==> src/rtl/lut_gpio_loader_pkg.sv <==
// Shared GPIO field layout and loader state/byte-select types for the LUT GPIO loader.
package lut_gpio_loader_pkg;

  localparam int unsigned gpio_w         = 32;
  localparam int unsigned gpio_w_clk_bit = 16;
  localparam int unsigned gpio_addr_start = 15;
  localparam int unsigned gpio_addr_end   = 8;
  localparam int unsigned gpio_data_start = 7;
  localparam int unsigned gpio_data_end   = 0;
  localparam int unsigned gpio_addr_w = gpio_addr_start - gpio_addr_end + 1;
  localparam int unsigned gpio_data_w = gpio_data_start - gpio_data_end + 1;

  typedef enum logic [2:0] {
    IDLE,
    SETUP,
    STROBE,
    GAP,
    FETCH,
    DONE
  } lut_ld_state_t;

  typedef enum logic [1:0] {
    ADDR_H,
    ADDR_L,
    DATA_H,
    DATA_L
  } lut_byte_sel_t;

  // Assemble a GPIO bus word; every bit outside the three fields stays 0.
  function automatic logic [gpio_w-1:0] gpio_word(input logic w_clk,
                                                  input logic [gpio_addr_w-1:0] addr,
                                                  input logic [gpio_data_w-1:0] data);
    logic [gpio_w-1:0] g;
    g = '0;
    g[gpio_w_clk_bit] = w_clk;
    g[gpio_addr_start:gpio_addr_end] = addr;
    g[gpio_data_start:gpio_data_end] = data;
    return g;
  endfunction

endpackage

==> src/rtl/gpio_strobe_gen.sv <==
// Single-byte GPIO write: one setup cycle, PULSE_CYCLES of w_clk high, GAP_CYCLES low.
// ack is high during the last gap cycle so the next byte can start without a bubble.
module gpio_strobe_gen
  import lut_gpio_loader_pkg::*;
#(
  parameter int unsigned PULSE_CYCLES = 2,
  parameter int unsigned GAP_CYCLES   = 2
) (
  input  logic                   clk,
  input  logic                   rst,
  input  logic                   start,
  input  logic [gpio_addr_w-1:0] addr,
  input  logic [gpio_data_w-1:0] data,
  output logic [gpio_w-1:0]      gpio_out,
  output logic                   ack
);

  localparam int unsigned CNT_W = 8;

  lut_ld_state_t    phase;
  logic [CNT_W-1:0] cnt;

  always_ff @(posedge clk or posedge rst) begin
    if (rst) begin
      phase    <= IDLE;
      cnt      <= '0;
      gpio_out <= '0;
      ack      <= 1'b0;
    end else if (start) begin
      gpio_out <= gpio_word(1'b0, addr, data);
      phase    <= SETUP;
      cnt      <= '0;
      ack      <= 1'b0;
    end else begin
      case (phase)
        SETUP: begin
          gpio_out[gpio_w_clk_bit] <= 1'b1;
          phase <= STROBE;
          cnt   <= CNT_W'(PULSE_CYCLES - 1);
        end
        STROBE: begin
          if (cnt == '0) begin
            gpio_out[gpio_w_clk_bit] <= 1'b0;
            phase <= GAP;
            cnt   <= CNT_W'(GAP_CYCLES - 1);
            ack   <= (GAP_CYCLES == 1);
          end else begin
            cnt <= cnt - CNT_W'(1);
          end
        end
        GAP: begin
          if (cnt == '0) begin
            phase <= IDLE;
            ack   <= 1'b0;
          end else begin
            cnt <= cnt - CNT_W'(1);
            ack <= (cnt == CNT_W'(1));
          end
        end
        default: ack <= 1'b0;
      endcase
    end
  end

endmodule

==> src/rtl/lut_gpio_loader.sv <==
// Bulk loader: turns (base, N words) into address-register then data-register GPIO byte
// writes, high byte first. The LUT auto-increments, so the address is sent once per sequence.
module lut_gpio_loader
  import lut_gpio_loader_pkg::*;
#(
  parameter int unsigned ADDR_REG     = 0,
  parameter int unsigned DATA_REG     = 1,
  parameter int unsigned PULSE_CYCLES = 2,
  parameter int unsigned GAP_CYCLES   = 2
) (
  input  logic              clk,
  input  logic              rst,
  input  logic              cmd_start,
  input  logic [15:0]       cmd_base_addr,
  input  logic [15:0]       cmd_len,
  input  logic [15:0]       wr_data,
  input  logic              wr_valid,
  output logic              wr_ready,
  output logic [gpio_w-1:0] gpio_out,
  output logic              busy,
  output logic              done,
  output logic [15:0]       words_written
);

  lut_ld_state_t state;
  lut_byte_sel_t byte_sel;
  logic [15:0]   base_q;
  logic [15:0]   len_q;
  logic [15:0]   word_q;
  logic          ack;

  logic                   start_c;
  logic [gpio_addr_w-1:0] st_addr_c;
  logic [gpio_data_w-1:0] st_data_c;

  // Launch the next byte in the same cycle the decision is made so bytes run back to back.
  always_comb begin
    start_c   = 1'b0;
    st_addr_c = gpio_addr_w'(ADDR_REG);
    st_data_c = base_q[15:8];
    case (state)
      IDLE: begin
        if (cmd_start) begin
          start_c   = 1'b1;
          st_data_c = cmd_base_addr[15:8];
        end
      end
      SETUP: begin
        if (ack && byte_sel == ADDR_H) begin
          start_c   = 1'b1;
          st_data_c = base_q[7:0];
        end else if (ack && byte_sel == DATA_H) begin
          start_c   = 1'b1;
          st_addr_c = gpio_addr_w'(DATA_REG);
          st_data_c = word_q[7:0];
        end
      end
      FETCH: begin
        if (wr_valid && wr_ready) begin
          start_c   = 1'b1;
          st_addr_c = gpio_addr_w'(DATA_REG);
          st_data_c = wr_data[15:8];
        end
      end
      default: ;
    endcase
  end

  always_ff @(posedge clk or posedge rst) begin
    if (rst) begin
      state         <= IDLE;
      byte_sel      <= ADDR_H;
      base_q        <= '0;
      len_q         <= '0;
      word_q        <= '0;
      wr_ready      <= 1'b0;
      busy          <= 1'b0;
      done          <= 1'b0;
      words_written <= '0;
    end else begin
      done <= 1'b0;
      case (state)
        IDLE: begin
          busy <= 1'b0;
          if (cmd_start) begin
            base_q        <= cmd_base_addr;
            len_q         <= cmd_len;
            words_written <= '0;
            busy          <= 1'b1;
            byte_sel      <= ADDR_H;
            state         <= SETUP;
          end
        end
        SETUP: begin
          if (ack) begin
            case (byte_sel)
              ADDR_H: byte_sel <= ADDR_L;
              ADDR_L: begin
                if (len_q == '0) begin
                  state <= DONE;
                  busy  <= 1'b0;
                  done  <= 1'b1;
                end else begin
                  state    <= FETCH;
                  wr_ready <= 1'b1;
                end
              end
              DATA_H: byte_sel <= DATA_L;
              DATA_L: begin
                words_written <= words_written + 16'd1;
                if ((words_written + 16'd1) == len_q) begin
                  state <= DONE;
                  busy  <= 1'b0;
                  done  <= 1'b1;
                end else begin
                  state    <= FETCH;
                  wr_ready <= 1'b1;
                end
              end
            endcase
          end
        end
        FETCH: begin
          if (wr_valid && wr_ready) begin
            word_q   <= wr_data;
            byte_sel <= DATA_H;
            wr_ready <= 1'b0;
            state    <= SETUP;
          end
        end
        DONE: state <= IDLE;
        default: state <= IDLE;
      endcase
    end
  end

  gpio_strobe_gen #(
    .PULSE_CYCLES(PULSE_CYCLES),
    .GAP_CYCLES  (GAP_CYCLES)
  ) u_strobe (
    .clk     (clk),
    .rst     (rst),
    .start   (start_c),
    .addr    (st_addr_c),
    .data    (st_data_c),
    .gpio_out(gpio_out),
    .ack     (ack)
  );

endmodule

==> config.mk <==
export PLATFORM = sky130hd
export DESIGN_NAME = lut_gpio_loader
export DESIGN_NICKNAME = d
export VERILOG_FILES = /design/src/rtl/lut_gpio_loader_pkg.sv /design/src/rtl/gpio_strobe_gen.sv /design/src/rtl/lut_gpio_loader.sv
export SDC_FILE = /design/constraint.sdc
export NUM_CORES = 1
export LEC_CHECK = 0
export CORE_AREA = 2 2 112 103
export DETAILED_ROUTE_END_ITERATION = 6
export DIE_AREA = 0 0 114 105
export DONT_BUFFER_PORTS = 1
export PLACE_DENSITY = 0.71
export SETUP_SLACK_MARGIN = 0.3
export SLEW_MARGIN = 10
export SYNTH_ARGS = -nofsm -noshare
export SYNTH_HDL_FRONTEND = slang
export SYNTH_SLANG_ARGS = --single-unit
==> constraint.sdc <==
create_clock -name clk -period 3.5 [get_ports clk]
set_input_delay 0.35 -clock clk [delete_from_list [all_inputs] [get_ports clk]]
set_output_delay 0.35 -clock clk [all_outputs]
set_load 0.05 [all_outputs]
==> metrics.txt, run 1 <==
status completed; top-count cell post-synth nand2_1; Vias/cell 5.589; placed instance count 670; Final Hold Viols 0; CP required 3740 ps; dpl ws 721.0 ps; detailed-route wire length 11.51 mm; slowest CP cell dfrtp_1; post-CTS sizing 0; clock sink total 84; Iteration-0 DRC Markers 235; async set-reset flop share out of synthesis 100.0%; Synth Instances 552; critical path capture point type flop; antenna violations before repair 0; CTS tree built; via count 3834; global route overflow 0; Arrival @ worst endpoint 3040 ps; CP cell instances nand4_4 -> nor4_1 -> xnor2_1 -> nand3_1 -> nor4_2 -> a21oi_1 -> a41o_1; TritonCTS Buffers 9; cell area power density 904.9 mW/mm2; total die area 0.01197 mm2; synthesized area per cell 8.579 um2; Max stage delay on crit path 890 ps; Die Wd 114 um; root buffer cell clkbuf_16; synthesized flop and latch total 84; PortBufs 0; P_int 2546 uW; ANT cells 0; Max Root-Sink Buffers 2; gr usage total 20.25%; FF-to-FF setup slack 700 ps; Wirelength per Cell 16.78 um; H-tree levels 3; core area 0.01072 mm2; area leader, netlist dfrtp_1; worst IR drop on VDD 0.0005786 V; top post-synthesis cells by count nand2_1, dfrtp_1, nor2_1; layout cells sized above 1 8.318%; pin count of the biggest net entering global routing 66; synthesized area 0.004736 mm2; Seq pwr share 41.1%; maxcap violations 0; Post-synth EDFFs 0; vias in the first global route 3698; Leakage 0.002323 uW; Pre-antenna DRT Iters 6; HP Class in2async; starting density of the core 44.18%; clock network fraction of total power 21.7%; post-layout min period 2801 ps; Final #Nets 608; fin cells 686; Slew HR 40.16%; final setup margin 698.6 ps; top area cells in the synthesized netlist dfrtp_1, nand2_1, buf_4; GPL Wtd Cong 0.8786; yosys synthesis warning count 0; Die Y-Extent 105 um; DRT antenna net count 0; clock slew at the register clock pins of the worst setup and hold paths 70 ps; CP max FO 12; Yosys top cell area share 44.39%; sequential area share after synthesis 44.39%; worst hold margin 23.81 ps; setup violators final 0; clock skew 13.91 ps; total power 4623 uW; cts hold-fix bufs 0; Net Sw Frac 44.92%; Synth cell types 58; clk_lat worst skew 350 ps; measured slew at the worst slew-check pin 897.7 ps; hpwl dp 8.311 mm; # rows 36; Worst Setup Path Type reg2reg; Psw 2077 uW; RSZ-0062 raised after global routing false; first-pass GRT wire length 18.98 mm; Final Cycle Share 80.04%; TNS Setup 0 ps; Slew Limit Fails 0; I/O pins 103; ys flop type dfrtp_1; Critical Path Start Type flop; Logic pwr share 37.3%; fmax 357.0 MHz; fillers 1028; Setup Buffers After CTS 0; Residual DRC 0; synth-to-layout area growth 7.873%
power groups by stage:
stage | combinational, uW | sequential (uW) | clock, uW
after floorplan | 1370 | 1830 | 0
after global placement | 1670 | 1900 | 0
after detailed placement | 1720 | 1920 | 0
after CTS | 1740 | 1900 | 1030
after global routing | 1960 | 1950 | 1070
final | 1720 | 1900 | 1000
layer usage:
| layer | part of all wire [%] | track usage [%] | vias up |
|---|---|---|---|
| li1 | - | - | 1859 |
| met4 | 1.2 | 6.272 | 0 |
| met1 | 45 | 26.95 | 1815 |
| met5 | 0 | 0 | - |
| met3 | 8.2 | 7.193 | 11 |
| met2 | 46 | 30.91 | 149 |
cell families after synthesis:
logic type	synth area share (%)
buf+inv	7.688
xor+xnor	4.782
mux	0.2114
other cells	0.07918
fa+ha+maj	2.114
flops	44.39
simple gates	25.26
compound gates	15.48
worst max-delay path: cells and delay by family (launching register included):
family / cells / cell delay, ps
simple gates: 4 / 1230
compound gates: 2 / 420
flops: 1 / 890
xor+xnor: 1 / 160
cell type report:
class | count | area (um2) | share of cell area [%]
Sequential cell | 84 | 2102 | 41.15
Inverter | 15 | 58.81 | 1.151
Clock inverter | 7 | 87.58 | 1.714
Clock buffer | 9 | 225.2 | 4.409
Timing Repair Buffer | 16 | 120.1 | 2.351
Tap cell | 133 | 166.4 | 3.257
Multi-Input combinational cell | 422 | 2349 | 45.97
per-stage QoR:
step / util, % / instance area [um2]
2_1_floorplan: - / 4815
3_3_place_gp: 44.72 / 4795
3_5_place_dp: 44.72 / 4795
4_1_cts: 47.64 / 5107
5_1_grt: 47.65 / 5109
6_report: 47.65 / 5109
flip-flops by register name, summed over array words and instances (netlist names), 2 cells and up:
signal and count:
words_written 16, u_strobe.cnt 8, u_strobe.phase 2, byte_sel 2, u_strobe.gpio_out 10, len_q 16
state 2, word_q 8, base_q 16
cell usage in the layout (no fill, tap or decap), drive strengths merged, types with 9 or more instances in the layout:
master / netlist / final
a21oi: 15 / 15
buf: 37 / 16
clkbuf: 15 / 9
conb: 1 / 22
dfrtp: 84 / 84
inv: 15 / 20
nand2: 167 / 167
nand3: 18 / 18
nor2: 32 / 32
nor4: 11 / 11
o21ai: 31 / 31
xnor2: 18 / 18
path summary, 6_finish.rpt:
path | cells after the start | startpoint | to
min in group clk | 2 | cmd_base_addr[10] | base_q[10]$_DFFE_PP0P_
setup reg to reg | 7 | words_written[3]$_DFFE_PP0P_ | busy$_DFFE_PP0P_
max in group asynchronous | 2 | rst | base_q[2]$_DFFE_PP0P_
hold reg to reg | 2 | base_q[15]$_DFFE_PP0P_ | base_q[15]$_DFFE_PP0P_
hold / removal | 1 | rst | words_written[7]$_DFFE_PP0P_
setup / recovery | 7 | words_written[3]$_DFFE_PP0P_ | busy$_DFFE_PP0P_
No activity file was read; power rests on OpenSTA's default activity.
==> run 2, diff against run 1 <==
PLACE_DENSITY = 0.73   (was 0.71)
clock period = 2.3 ns   (was 3.5 ns; I/O delays follow)
==> run 2 against run 1 <==
Effect of this change: the run now ends with DRC, hold timing, setup timing left; final area up 17%; register-to-register slack lost 770 ps; worst setup slack got worse by 770 ps; wire length is 15% higher; first-iteration DRC count is 52% higher; clock power grew 50%; flip-flop and latch count stayed put; critical path type unchanged.
==> metrics.txt, run 2 (synthesized netlist as in run 1, its figures left out) <==
status complete, but fails checks; failing checks DRC, hold timing, setup timing; Net Sw Frac 44.14%; CP max FO 6; # rows 36; Die Wd 114 um; RSZ-0062 raised after global routing true; worst hold margin -2.236 ps; via count 4296; pin count of the biggest net entering global routing 34; Leakage 0.002657 uW; maxcap violations 0; cell area power density 1292 mW/mm2; first-pass GRT wire length 20.42 mm; gr usage total 21.61%; Vias/cell 5.759; GPL Wtd Cong 0.9021; leading cell type in the layout, fill and taps excluded nand2_1; final setup margin -68.24 ps; Slew HR 63.58%; Residual DRC 2; post-layout util 55.68%; critical path capture point type flop; hpwl dp 9.014 mm; I/O pins 103; Max Root-Sink Buffers 2; TritonCTS Buffers 9; clock sink total 84; Worst Setup Path Type reg2reg; Finished Cell Area 0.005969 mm2; synth-to-layout area growth 26.05%; worst IR drop on VDD 0.0007289 V; Seq pwr share 38.0%; Pre-antenna DRT Iters 7; Final #Nets 669; P_int 4308 uW; CTS tree built; DRT antenna net count 0; Die Y-Extent 105 um; placed instance count 695; ANT cells 0; delay-heaviest family, CP compound AO/OA/AOI/OAI gates; setup violators final 1; TNS Setup -68.24 ps; Max stage delay on crit path 430 ps; clock network fraction of total power 19.4%; post-layout min period 2368 ps; HP Class in2reg; clock slew at the register clock pins of the worst setup and hold paths 60 ps; starting density of the core 44.18%; layout cells sized above 1 21.53%; PortBufs 0; measured slew at the worst slew-check pin 546.2 ps; core area 0.01072 mm2; slowest CP cell dfrtp_4; CP required 2540 ps; antenna violations before repair 0; total die area 0.01197 mm2; Wirelength per Cell 17.82 um; top flop regs base_q: 16 flops, len_q: 16 flops, words_written: 16 flops; fin cells 746; root buffer cell clkbuf_16; Iteration-0 DRC Markers 358; CP cell instances buf_6 -> nand4_4 -> or3_1 -> o41ai_1 -> mux2i_1 -> o32ai_4 -> buf_4 -> a21oi_2 -> o41ai_2; fmax 422.3 MHz; clk_lat worst skew 340 ps; Final Hold Viols 1; detailed-route wire length 13.29 mm; Final Cycle Share 103.0%; Buf/Inv on CP 2; Logic pwr share 42.6%; Slew Limit Fails 0; Psw 3404 uW; most frequent cells in the layout nand2_1, dfrtp_1, buf_4; Arrival @ worst endpoint 2600 ps; Critical Path Start Type flop; H-tree levels 3; clock skew 7.893 ps; vias in the first global route 4061; dpl cell area 0.005065 mm2; global route overflow 0
[run 2: changes by cell type in the layout (fill, tap and decap cells not counted), sizes merged]
| cell | delta |
|---|---|
| clkinvlp | +1 |
| clkbuf | +2 |
| clkinv | +1 |
| dlygate4sd3 | +23 |
| inv | -5 |
| buf | +38 |
[run 2: timing repair]
item / in CTS / in global routing
hold buffers: 23 / 0
setup endpoints to repair: 13 / 37
resized for setup: 13 / 42
pin swaps: 9 / 15
hold endpoints to repair: 39 / 0
setup buffers: 5 / 8
[run 2: layout make-up]
class,instances,area (um2)
Timing Repair Buffer,77,663.1
Clock inverter,4,56.30
Sequential cell,84,2121
Inverter,15,60.06
Fill cell,910,4751
Multi-Input combinational cell,422,2650
Clock buffer,11,252.7
Tap cell,133,166.4
[run 2: final timing paths]
path / from / slack (ps) / to / cells past startpoint
setup / recovery: words_written[0]$_DFFE_PP0P_ / -70 / state[0]$_DFFE_PP0P_ / 9
hold / removal: wr_data[3] / -2 / word_q[3]$_DFFE_PP0P_ / 2
setup reg to reg: words_written[0]$_DFFE_PP0P_ / -70 / state[0]$_DFFE_PP0P_ / 9
hold reg to reg: word_q[3]$_DFFE_PP0P_ / 480 / word_q[3]$_DFFE_PP0P_ / 2
max in group asynchronous: rst / 1280 / u_strobe.cnt[3]$_DFFE_PP0P_ / 3
min in group asynchronous: rst / 380 / word_q[2]$_DFFE_PP0P_ / 2
[run 2: through the flow]
step	total power (uW)	setup WS [ps]	hold WS, ps
2_1_floorplan	4960	-121.0	335.4
3_3_place_gp	5601	-112.1	128.2
3_5_place_dp	5736	-146.7	133.8
4_1_cts	7414	-17.09	0.1301
5_1_grt	8181	-136.8	5.347
6_report	7713	-68.24	-2.236
[run 2: power by group through the flow]
| stage | Sequential [uW] | Clock [uW] | Combinational [uW] |
|---|---|---|---|
| global route | 2990 | 1580 | 3610 |
| CTS | 2890 | 1520 | 3000 |
| global placement | 2900 | 0 | 2700 |
| floorplan | 2810 | 0 | 2150 |
| detailed placement | 2930 | 0 | 2810 |
| finish | 2930 | 1500 | 3290 |
[run 2: metal layers]
metal | vias to the layer above | GRT usage (%) | share of wire [%]
met4 | 0 | 7.491 | 2.6
met1 | 2072 | 28.38 | 42
met3 | 33 | 4.930 | 8.0
li1 | 1980 | - | -
met5 | - | 0 | 0
met2 | 211 | 35.03 | 47
==> run 3, diff against run 2 <==
CORE_AREA = 2 2 115 106   (was 2 2 112 103)
DIE_AREA = 0 0 117 108   (was 0 0 114 105)
SYNTH_HIERARCHICAL = 1   (was default)
==> run 3 against run 2 <==
Effect of this change: the flow now finishes without violations; sequential power rose by 13%; combinational power rose by 32%; non-clock buffer count rose by 28; synthesized cell count rose by 2.9%; wire length rose by 11%; clock skew rose by 2.4 ps; total power rose by 17%; first-iteration DRC count fell by 4.7%; utilization rose by 3.2 points; sequential share of layout area fell by 1.2 points; critical path type unchanged; largest power group unchanged.
==> metrics.txt, run 3 <==
clock sink total 91; leading cell type in the layout, fill and taps excluded nand2_1; Final #Nets 724; Post-synth EDFFs 0; first-pass GRT wire length 22.45 mm; clk_lat worst skew 350 ps; clock skew 10.26 ps; I/O pins 103; Post-Synth Simple-Gate Area 24.40%; Max Root-Sink Buffers 2; total die area 0.01264 mm2; hpwl dp 9.541 mm; Pre-antenna DRT Iters 6; GPL Wtd Cong 0.9257; clock slew at the register clock pins of the worst setup and hold paths 70 ps; detailed-route wire length 14.74 mm; post-synthesis mux area share 4.756%; Critical Path Start Type flop; yosys synthesis warning count 6; sequential area share after synthesis 44.85%; global route overflow 0; H-tree levels 3; Finished Cell Area 0.006675 mm2; Synth Instances 568; Die Y-Extent 108 um; starting density of the core 44.77%; met2 usage 35.96%; Wirelength per Cell 17.90 um; Final Hold Viols 0; gr busiest metal met2; status completed; top area cells in the synthesized netlist dfrtp_1, nand2_1, mux2_2; Arrival @ worst endpoint 2570 ps; setup violators final 0; adder and majority gate portion of the synthesized area 2.464%; Top reg by flops u_strobe/gpio_out; antenna violations before repair 0; ANT cells 0; via count 4595; post-layout min period 2294 ps; pin count of the biggest net entering global routing 64; dpl cell area 0.005582 mm2; async set-reset flop share out of synthesis 100.0%; Residual DRC 0; synthesized area per cell 8.939 um2; Yosys top cell area share 44.85%; synth-to-layout area growth 31.47%; Synth cell types 65; PortBufs 0; TNS Setup 0 ps; Die Wd 117 um; core area 0.01134 mm2; root buffer cell clkbuf_16; maxcap violations 0; measured slew at the worst slew-check pin 553.5 ps; RSZ-0062 raised after global routing true; total power 9061 uW; area leader, netlist dfrtp_1; Vias/cell 5.583; M3 GR Usage 4.989%; post-layout util 58.85%; top post-synthesis cells by count nand2_1, dfrtp_1, nor2_1; fmax 436.0 MHz; HP Class in2reg; post-synthesis compound-gate area fraction 14.56%; Leakage 0.003163 uW; largest family of logic cells by synthesized area simple AND/OR/NAND/NOR gates; TritonCTS Buffers 9; Final Cycle Share 99.72%; Slew Limit Fails 0; vias in the first global route 4484; Worst Setup Path Type reg2reg; CTS tree built; xor and xnor area share after synthesis 3.105%; CP max FO 4; worst IR drop on VDD 0.001028 V; synthesized flop and latch total 91; synthesized area 0.005077 mm2; # rows 37; Largest register FFs 17; GRT met1 Usage 31.03%; most frequent cells in the layout nand2_1, dfrtp_1, buf_4; CP required 2580 ps; ys flop type dfrtp_1; top-count cell post-synth nand2_1; DRT antenna net count 0; Slew HR 63.10%; critical path capture point type flop; Iteration-0 DRC Markers 341; gr usage total 22.85%; layout cells sized above 1 25.19%; cell area power density 1357 mW/mm2
==> run 3: changes by cell type in the layout (fill, tap and decap cells not counted), sizes merged, moves of 4 or more <==
cell,delta
a21o,+8
a21oi,+6
a22o,+4
a41oi,-7
buf,+18
dfrtp,+7
dlygate4sd3,+9
mux2,+17
mux2i,+4
nand2b,+4
nand4,+6
nor2,-4
o21ai,-17
xnor2,-10
==> run 3: kinds of logic after synthesis <==
| kind of cell | after synthesis |
|---|---|
| AOI/OAI and AO/OA | 100 |
| xor gates and xnor gates | 18 |
| adders and majority gates | 10 |
| buffers and inverters | 55 |
| DFF | 91 |
| muxes | 22 |
| other | 2 |
| and+or+nand+nor | 270 |
==> run 3: report_power, final <==
part           switching, uW  total, uW  leakage (uW)  internal, uW
registers               1100       3310       0.00114          2210
logic                   2350       4330       0.00188          1980
clock network            647       1420      0.000140           769
total                   4100       9060       0.00316          4960
==> run 3: timing repair <==
item	4_1_cts	5_1_grt
hold endpoints to repair	121	1
hold buffers	31	1
cloned	0	1
gates resized for setup	20	62
pin swaps	8	16
setup endpoints to repair	30	37
setup buffers	5	13
==> run 3: worst max-delay path: stages (launching register included) <==
cell	delay, ps
dfrtp_2	400
ha_4	140
and2_4	150
nand3_4	70
or4b_1	470
a31o_1	210
a2111oi_4	390
o31ai_1	110
nand3_1	110
mux2i_1	180
==> run 3: stage by stage <==
stage / cells / setup slack, ps / hold WS (ps)
detailed placement: 756 / -6.873 / 213.8
global placement: 756 / 74.10 / 200.5
floorplan: 588 / -178.7 / 295.4
CTS: 808 / 4.452 / 0.1957
finish: 823 / 6.376 / 8.476
global route: 823 / -95.00 / 11.72
==> run 3: layout make-up <==
| type | instances | area (um2) |
|---|---|---|
| clock buffer | 11 | 242.7 |
| clock inverter | 5 | 36.28 |
| fill | 928 | 4667 |
| inverter | 13 | 48.80 |
| multi-input combinational | 442 | 2904 |
| sequential | 91 | 2290 |
| tap | 156 | 195.2 |
| timing repair buffer | 105 | 958.4 |
==> run 3: final timing paths <==
path,start,to,slack (ps),cells after the start
max,words_written[1]$_DFFE_PP0P_,wr_ready$_DFFE_PP0P_,6,9
min,cmd_len[11],len_q[11]$_DFFE_PP0P_,8,2
max reg2reg,words_written[1]$_DFFE_PP0P_,wr_ready$_DFFE_PP0P_,6,9
min reg2reg,base_q[11]$_DFFE_PP0P_,base_q[11]$_DFFE_PP0P_,480,2
max in group asynchronous,rst,words_written[0]$_DFFE_PP0P_,1580,3
min in group asynchronous,rst,wr_ready$_DFFE_PP0P_,430,3
==> run 3: metal layers <==
metal  vias up  part of all wire (%)
met5         -                     0
met1      2233                    42
met4         0                   2.4
li1       2130                     -
met3        28                   6.7
met2       204                    49
